## src/rtl/lsu_pkg.sv

```systemverilog
// Shared types and constants for the load/store unit.
// Holds the access FSM states, funct3 width codes and the fault rule.
package lsu_pkg;

    typedef enum logic [2:0] {
        IDLE     = 3'd0,
        LD_REQ   = 3'd1,
        LD_RESP  = 3'd2,
        RMW_REQ  = 3'd3,
        RMW_RESP = 3'd4,
        WR       = 3'd5,
        DONE     = 3'd6
    } lsu_state_e;

    localparam logic [2:0] F3_B  = 3'b000;
    localparam logic [2:0] F3_H  = 3'b001;
    localparam logic [2:0] F3_W  = 3'b010;
    localparam logic [2:0] F3_BU = 3'b100;
    localparam logic [2:0] F3_HU = 3'b101;

    function automatic logic f_is_fault(
        input logic       we,
        input logic [2:0] f3,
        input logic [1:0] off
    );
        logic flt;
        flt = 1'b0;
        unique case (f3)
            F3_B, F3_BU: flt = 1'b0;
            F3_H, F3_HU: flt = off[0];
            F3_W:        flt = (off != 2'b00);
            default:     flt = 1'b1;
        endcase
        // Unsigned codes only make sense for loads
        if (we && f3[2]) begin
            flt = 1'b1;
        end
        return flt;
    endfunction

endpackage

```

## src/rtl/lsu_align.sv

```systemverilog
// Lane alignment: load extract/extend and sub-word store merge.
// Purely combinational; little-endian byte lanes.
module lsu_align
    import lsu_pkg::*;
#(
    parameter int DATA_W = 32
) (
    input  logic [DATA_W-1:0] i_word,
    input  logic [15:0]       i_wdata,
    input  logic [1:0]        i_off,
    input  logic [2:0]        i_funct3,
    output logic [DATA_W-1:0] o_ld_res,
    output logic [DATA_W-1:0] o_st_word
);

    logic [DATA_W-1:0] w_sh;
    logic [7:0]        w_b;
    logic [15:0]       w_h;

    always_comb begin
        w_sh     = i_word >> {i_off, 3'b000};
        w_b      = w_sh[7:0];
        w_h      = w_sh[15:0];
        o_ld_res = i_word;
        unique case (i_funct3)
            F3_B:    o_ld_res = {{24{w_b[7]}}, w_b};
            F3_BU:   o_ld_res = {24'h0, w_b};
            F3_H:    o_ld_res = {{16{w_h[15]}}, w_h};
            F3_HU:   o_ld_res = {16'h0, w_h};
            default: o_ld_res = i_word;
        endcase
    end

    always_comb begin
        o_st_word = i_word;
        unique case (i_funct3)
            F3_B:    o_st_word[{i_off, 3'b000} +: 8] = i_wdata[7:0];
            F3_H:    o_st_word[{i_off[1], 4'b0000} +: 16] = i_wdata;
            default: o_st_word = i_word;
        endcase
    end

endmodule

```

## src/rtl/lsu_ctrl.sv

```systemverilog
// Load/store initiator for a single-port word-wide data memory.
// Sub-word stores run read-modify-write; faults skip memory.
module lsu_ctrl
    import lsu_pkg::*;
#(
    parameter int ADDR_W = 32,
    parameter int DATA_W = 32
) (
    input  logic              i_clk,
    input  logic              i_reset,
    input  logic              i_req,
    input  logic              i_we,
    input  logic [2:0]        i_funct3,
    input  logic [ADDR_W-1:0] i_addr,
    input  logic [DATA_W-1:0] i_wdata,
    output logic              o_stall,
    output logic              o_ld_valid,
    output logic [DATA_W-1:0] o_ld_data,
    output logic              o_fault,
    output logic [ADDR_W-1:0] o_lsu_addr,
    output logic [DATA_W-1:0] o_st_data,
    output logic              o_lsu_wren,
    input  logic [DATA_W-1:0] i_ld_data
);

    lsu_state_e        r_state;
    lsu_state_e        w_state_nxt;
    logic [1:0]        r_off;
    logic [2:0]        r_f3;
    logic [15:0]       r_wdata;
    logic              r_ld_valid;
    logic [DATA_W-1:0] r_ld_data;
    logic              r_fault;
    logic [ADDR_W-1:0] r_lsu_addr;
    logic [DATA_W-1:0] r_st_data;
    logic              r_lsu_wren;

    logic              w_acc;
    logic              w_ld_valid_n;
    logic [DATA_W-1:0] w_ld_data_n;
    logic              w_fault_n;
    logic [ADDR_W-1:0] w_lsu_addr_n;
    logic [DATA_W-1:0] w_st_data_n;
    logic              w_lsu_wren_n;
    logic [ADDR_W-1:0] w_waddr;
    logic [DATA_W-1:0] w_ld_res;
    logic [DATA_W-1:0] w_st_word;

    assign w_waddr = {i_addr[ADDR_W-1:2], 2'b00};

    lsu_align #(
        .DATA_W(DATA_W)
    ) u_align (
        .i_word   (i_ld_data),
        .i_wdata  (r_wdata),
        .i_off    (r_off),
        .i_funct3 (r_f3),
        .o_ld_res (w_ld_res),
        .o_st_word(w_st_word)
    );

    always_ff @(posedge i_clk) begin
        if (i_reset) begin
            r_state    <= IDLE;
            r_off      <= 2'b00;
            r_f3       <= 3'b000;
            r_wdata    <= 16'h0;
            r_ld_valid <= 1'b0;
            r_ld_data  <= '0;
            r_fault    <= 1'b0;
            r_lsu_addr <= '0;
            r_st_data  <= '0;
            r_lsu_wren <= 1'b0;
        end else begin
            r_state    <= w_state_nxt;
            r_ld_valid <= w_ld_valid_n;
            r_ld_data  <= w_ld_data_n;
            r_fault    <= w_fault_n;
            r_lsu_addr <= w_lsu_addr_n;
            r_st_data  <= w_st_data_n;
            r_lsu_wren <= w_lsu_wren_n;
            if (w_acc) begin
                r_off   <= i_addr[1:0];
                r_f3    <= i_funct3;
                r_wdata <= i_wdata[15:0];
            end
        end
    end

    // Outputs for the next state are computed here and registered
    always_comb begin
        w_state_nxt  = r_state;
        w_acc        = 1'b0;
        w_ld_valid_n = 1'b0;
        w_fault_n    = 1'b0;
        w_ld_data_n  = r_ld_data;
        w_lsu_addr_n = r_lsu_addr;
        w_st_data_n  = r_st_data;
        w_lsu_wren_n = 1'b0;
        unique case (r_state)
            IDLE: begin
                if (i_req) begin
                    w_acc = 1'b1;
                    if (f_is_fault(i_we, i_funct3, i_addr[1:0])) begin
                        w_state_nxt = DONE;
                        w_fault_n   = 1'b1;
                        w_ld_data_n = '0;
                    end else if (!i_we) begin
                        w_state_nxt  = LD_REQ;
                        w_lsu_addr_n = w_waddr;
                    end else if (i_funct3 == F3_W) begin
                        w_state_nxt  = WR;
                        w_lsu_addr_n = w_waddr;
                        w_st_data_n  = i_wdata;
                        w_lsu_wren_n = 1'b1;
                    end else begin
                        w_state_nxt  = RMW_REQ;
                        w_lsu_addr_n = w_waddr;
                    end
                end
            end
            LD_REQ:  w_state_nxt = LD_RESP;
            LD_RESP: begin
                w_state_nxt  = DONE;
                w_ld_valid_n = 1'b1;
                w_ld_data_n  = w_ld_res;
            end
            RMW_REQ: w_state_nxt = RMW_RESP;
            RMW_RESP: begin
                w_state_nxt  = WR;
                w_st_data_n  = w_st_word;
                w_lsu_wren_n = 1'b1;
            end
            WR:      w_state_nxt = DONE;
            DONE:    w_state_nxt = IDLE;
            default: w_state_nxt = IDLE;
        endcase
    end

    assign o_stall = (r_state == LD_REQ) || (r_state == LD_RESP) ||
                     (r_state == RMW_REQ) || (r_state == RMW_RESP) ||
                     (r_state == WR) || ((r_state == IDLE) && i_req);

    assign o_ld_valid = r_ld_valid;
    assign o_ld_data  = r_ld_data;
    assign o_fault    = r_fault;
    assign o_lsu_addr = r_lsu_addr;
    assign o_st_data  = r_st_data;
    assign o_lsu_wren = r_lsu_wren;

endmodule

```

## config.mk

```make
export PLATFORM = sky130hd
export DESIGN_NAME = lsu_ctrl
export DESIGN_NICKNAME = d
export VERILOG_FILES = /design/src/rtl/lsu_pkg.sv /design/src/rtl/lsu_align.sv /design/src/rtl/lsu_ctrl.sv
export SDC_FILE = /design/constraint.sdc
export NUM_CORES = 1
export LEC_CHECK = 0
export CORE_ASPECT_RATIO = 1.1
export CORE_MARGIN = 5
export CORE_UTILIZATION = 45
export CTS_CLUSTER_SIZE = 25
export DETAILED_ROUTE_END_ITERATION = 7
export PLACE_DENSITY = 0.81
export SYNTH_ARGS = -nofsm -noshare
export SYNTH_HDL_FRONTEND = slang
export SYNTH_SLANG_ARGS = --single-unit
```

## constraint.sdc

```tcl
create_clock -name i_clk -period 2.85 [get_ports i_clk]
set_clock_uncertainty 0.15 [all_clocks]
set_input_delay 0.855 -clock i_clk [delete_from_list [all_inputs] [get_ports i_clk]]
set_output_delay 0.855 -clock i_clk [all_outputs]
set_load 0.05 [all_outputs]
```

### Word-level counts from Yosys, hierarchy flattened

Index checks and enable logic that the tools add are counted.

* eq/ne operators: 17
* shifts and indexed selects: 5
* bitwise gates (word level): 3
* add/sub/neg operators: 2
* mux-type cells: 30
* reductions and logical operators: 20

Operators with widths (number)
* 2-to-1 mux 32 bit: 6
* case mux 32 bit (2 select lines): 3
* case mux 32 bit (4 select lines): 1
* bitwise mux 32 bit: 2
* variable shift 16 x 7 -> 32 bit (first input constant): 1
* variable shift 8 x 7 -> 32 bit (first input constant): 1
* indexed part select 16 x 7 -> 32 bit: 1
* indexed part select 8 x 7 -> 32 bit: 1
* right shift 32 x 5 -> 16 bit: 1
* == test 3 bit (second input constant): 6
* case mux 3 bit (5 select lines): 1
* negator 5 -> 7 bit: 2
* 2-to-1 mux 3 bit: 4
* 2-to-1 mux 1 bit: 11
* inequality test 2 bit (second input constant): 5
* == test 3 x 1 -> 1 bit (second input constant): 3
* == test 3 x 2 -> 1 bit (second input constant): 3
* logical NOT 3 bit: 3
* AND reduction 3 bit: 2
* nonzero test 2 bit: 3
* OR reduction 2 bit: 3
* logical OR 1 bit: 5
* AND reduction 5 bit: 1
* NOT 1 bit: 3
* 4 further kinds: 5

* logic and storage cells: 87
* output and inout port bits: 100
* register bits: 121

### Logic depth before layout (Yosys ltp)

* depth in word-level cells: 9
* gate-level depth with buffers: 10

### Hierarchy

Synthesis repeated with hierarchy kept, for this count alone.

* cell total of the unflattened synthesis: 879
* area, all modules: 6606.3 um^2

By module, submodules not included
* lsu_ctrl: cells each 589, area each 4869.7 um^2, times used 1
* lsu_align: cells each 290, area each 1736.7 um^2, times used 1

### Worst setup path before layout

No wires, ideal clock.

* kind: input to output
* start: input port i_req
* end: output port o_stall
* path slack: 0.182 ns
* stages on the path: 2
* arrival time: 1.663 ns
* cells stage by stage: nor4_1 a21oi_1

* word-level cells in the longest chain between the ends: 2

RTL lines
* from (decl): line lsu_ctrl.sv:11 `input logic i_req,`
* logical AND 1 bit: line lsu_ctrl.sv:142 `(r_state == WR) || ((r_state == IDLE) && i_req);`
* logical OR 1 bit: line lsu_ctrl.sv:142
* to (decl): line lsu_ctrl.sv:16 `output logic o_stall,`

Every way passes these cells.

### Worst setup path after layout

* start: input port i_ld_data[7]
* end: register r_ld_data[20] (netlist: o_ld_data[20])

* word-level cells in the longest chain between the ends: 3

RTL lines
* from (decl): line lsu_ctrl.sv:23 `input logic [DATA_W-1:0] i_ld_data`
* right shift 32 x 5 -> 16 bit: line lsu_align.sv:21 `w_sh = i_word >> {i_off, 3'b000};`
* case mux 32 bit (4 select lines): line lsu_align.sv:25 `unique case (i_funct3)`
* case mux 32 bit (2 select lines): line lsu_ctrl.sv:100 `unique case (r_state)`
* to (signal assigned): line lsu_ctrl.sv:77 `r_ld_data <= w_ld_data_n;`
* to (decl): line lsu_ctrl.sv:32 `logic [DATA_W-1:0] r_ld_data;`

Every way passes these cells.
A chain may end at the register's enable or synchronous reset.

==> results.md <==
- Post-cts hold buffer count: 0
- Crit path max fanout: 16
- Area after DPL: 0.00791 sq mm
- Setup TNS: 0 ps
- Sequential share of the synthesized area: 0.433
- TritonCTS clock tree: built
- Core outline area: 0.0121 sq mm
- DP Wirelength: 15400 um
- Final WS setup: 106 ps
- Crit Reg-Reg Startpoint: r_off[0]
- Fillers: 948
- Critical Path Start Type: input port
- Pins Over Slew Limit: 0
- Die width: 116 um
- Rel. slew slack: 0.329
- WHS Path Cells: 2
- Critical path endpoint category: flip-flop
- Net count, final: 998
- Vias/cell: 5.87
- WS Path Type: input port to flip-flop
- Internal cell power: 3.82 mW
- Synth warn: 0
- Cts repair resizes: 0
- Worst-path clk slew: 50 ps
- Hold WC Path Type: flip-flop to flip-flop
- TritonRoute pass-1 iters: 5
- Post-synth top flop: dfxtp_1
- GRT Total Usage: 0.267
- Placed Cells: 1025
- Chip height: 127 um
- H-tree levels: 4
- Final wirelength: 20500 um
- Async SR Flop Fraction: 0
- Fin. Hold Viols: 0
- Iteration-0 DRC Markers: 586
- Fin area: 0.00852 sq mm
- Layout area overhead: 52.1%
- Setup bufs post-CTS: 0
- ANT cells: 0
- Critical R2R Capture: o_st_data[16]
- Max stage delay on crit path: 790 ps
- RSZ-0062 raised after global routing: false
- Pre-CTS worst setup slack: -272 ps
- Non-filler instance count after layout: 1057
- Proportion of layout cells with a drive suffix above 1: 0.0908
- Peak Freq: 0.364 GHz
- Worst hold slack: 293 ps
- Synth Instances: 695
- CP delay by family, top: simple AND/OR/NAND/NOR gates
- I/O pin total: 203
- Peak VDD IR: 0.421 mV
- DRC: 0
- WL/cell: 19.4 um
- Grt ovf: 0
- Final core occ: 0.702
- Buf/Inv on CP: 1
- Gpl congestion: 0.952
- Switching Fraction: 0.335
- Worst-case reg-to-reg path depth: 7
- Clk Latency, worst-skew pair: 410 ps
- Status: complete, no violations
- CP arrival: 2940 ps
- Synth Register Bits: 121
- Clk sinks: 121
- Combinational share of power: 0.291
- Switch Pwr: 1.92 mW
- Hold Startpoint: o_ld_data[6]
- R2r setup slk: 320 ps
- Routed via count: 6203
- EDFF count, synth: 0
- Power, Total: 5.74 mW
- Initial antenna violation count: 0
- Starting density of the core: 0.461
- Worst slew pin tran: 1000 ps
- Final setup viols: 0
- Power per cell area: 674 mW/mm^2
- Port buffer count: 200
- Yosys cell types: 49
- Crit-path slowest cell: nor3_2
- CP Data Required Time: 3050 ps
- # rows: 42
- CTS root buf: clkbuf_16
- Min Tclk post-route: 2740 ps
- Global-route wire length before repair: 31300 um
- Clock tree buffer depth: 2
- Hold Path Sink: o_ld_data[6]
- CP Cell Sequence: clkdlybuf4s50_1 -> mux2i_1 -> o221ai_1 -> a21oi_1 -> nor3_2 -> a22o_1
- Die ar.: 0.0148 sq mm
- Avg Inst Size Synth: 8.06 sq um
- Mapped Area: 0.00560 sq mm
- Clk pwr share: 0.366
- Largest net degree at the start of global routing: 36
- Final Cycle Share: 0.963
- Flop pwr share: 0.343
- Max-Cap Viols: 0
- Static leakage: 3.16 nW
- CTS Buf Count: 17
- Vias in the first global route: 6081
- Crit path launch: i_ld_data[7]
- ANT nets after route: 0
-- routing by layer --
metal	GRT usage	vias up	part of all wire
met5	0	-	0
met4	0.122	0	0.039
met3	0.0818	75	0.10
met2	0.438	344	0.48
met1	0.319	2893	0.38
li1	-	2891	-
-- sequential cells by signal (all words and copies together) (netlist names) --
signal and cells:
r_wdata 16, r_state 3, o_st_data 32, o_fault 1, o_ld_valid 1, o_lsu_wren 1
o_lsu_addr 30, r_f3 3, r_off 2, o_ld_data 32
-- cell usage after synthesis (2+ instances only) --
cell type    n  share of area
a221oi_1    33          0.052
nand2_1    137          0.092
buf_2        6         0.0054
mux2_2       2         0.0040
nor3_1       4         0.0036
nor4_1       4         0.0045
a211oi_1     2         0.0027
clkbuf_1    47          0.032
o21ai_0     38          0.034
ha_1         5          0.011
o221ai_1     8          0.013
nor4bb_1     2         0.0036
buf_1        2         0.0013
buf_6        2         0.0040
mux2i_1     16          0.029
nand3_1     30          0.027
o31ai_1     12          0.016
o21ai_1      4         0.0036
a21oi_1     82          0.073
a21o_1      16          0.021
nor2_1      43          0.029
dfxtp_1    121           0.43
and2_1       4         0.0045
inv_1        5         0.0034
nor2b_1      7         0.0078
a22o_1      29          0.045
nand2b_1     2         0.0022
buf_4        4         0.0054
and3_1       8         0.0089
-- worst max-delay path by stage --
| stage | to | cells after the start |
|---|---|---|
| floorplan | o_stall | 2 |
| detailed placement | o_ld_data[25] | 6 |
| CTS | o_stall | 4 |
| global route | o_st_data[23] | 7 |
| global placement | o_st_data[31] | 7 |
| finish | o_ld_data[20] | 6 |
-- worst register-to-register path, delay by kind of cell, from the launching register on --
kind	cells	cell delay (ps)
AO/OA/AOI/OAI	3	780
adder cells (fa/ha/maj)	1	260
buffers and inverters	1	220
flip-flops	1	640
AND/OR/NAND/NOR	2	390
-- cells by family after synthesis --
| group | after synthesis | share of synthesized area |
|---|---|---|
| and+or+nand+nor | 249 | 0.195 |
| AOI/OAI and AO/OA | 234 | 0.277 |
| DFF | 121 | 0.433 |
| buffers and inverters | 67 | 0.0516 |
| muxes | 18 | 0.0326 |
| adders and majority gates | 5 | 0.0112 |
| other | 1 | 0.000670 |
-- layout make-up --
type / count / area (sq um) / area share
Timing Repair Buffer: 236 / 2350 / 0.276
Inverter: 6 / 22.5 / 0.00264
Tap cell: 154 / 193 / 0.0226
Clock buffer: 21 / 460 / 0.0540
Clock inverter: 11 / 120 / 0.0141
Multi-Input combinational cell: 508 / 2950 / 0.346
Sequential cell: 121 / 2420 / 0.284
-- layout by cell type, fill, tap and decap left out, types with 4 or more instances in the layout --
| cell type | instances |
|---|---|
| a21o_1 | 16 |
| a21oi_1 | 82 |
| a221oi_1 | 32 |
| a22o_1 | 29 |
| and2_1 | 4 |
| and3_1 | 8 |
| buf_12 | 5 |
| buf_4 | 31 |
| clkbuf_16 | 17 |
| clkdlybuf4s50_1 | 197 |
| clkinv_2 | 5 |
| dfxtp_1 | 121 |
| ha_1 | 5 |
| inv_1 | 5 |
| mux2i_1 | 16 |
| nand2_1 | 137 |
| nand3_1 | 30 |
| nor2_1 | 42 |
| nor2b_1 | 7 |
| nor3_1 | 4 |
| o21ai_0 | 38 |
| o21ai_1 | 4 |
| o221ai_1 | 8 |
| o31ai_1 | 12 |
-- power groups by stage --
stage	Sequential, mW	Clock [mW]	Combinational, mW
floorplan	2.35	0	0.620
global placement	1.99	0	1.61
detailed placement	2.00	0	1.64
CTS	1.97	2.11	1.65
global route	1.99	2.20	1.76
finish	1.97	2.10	1.67
Power figures use the tool's default switching activity.
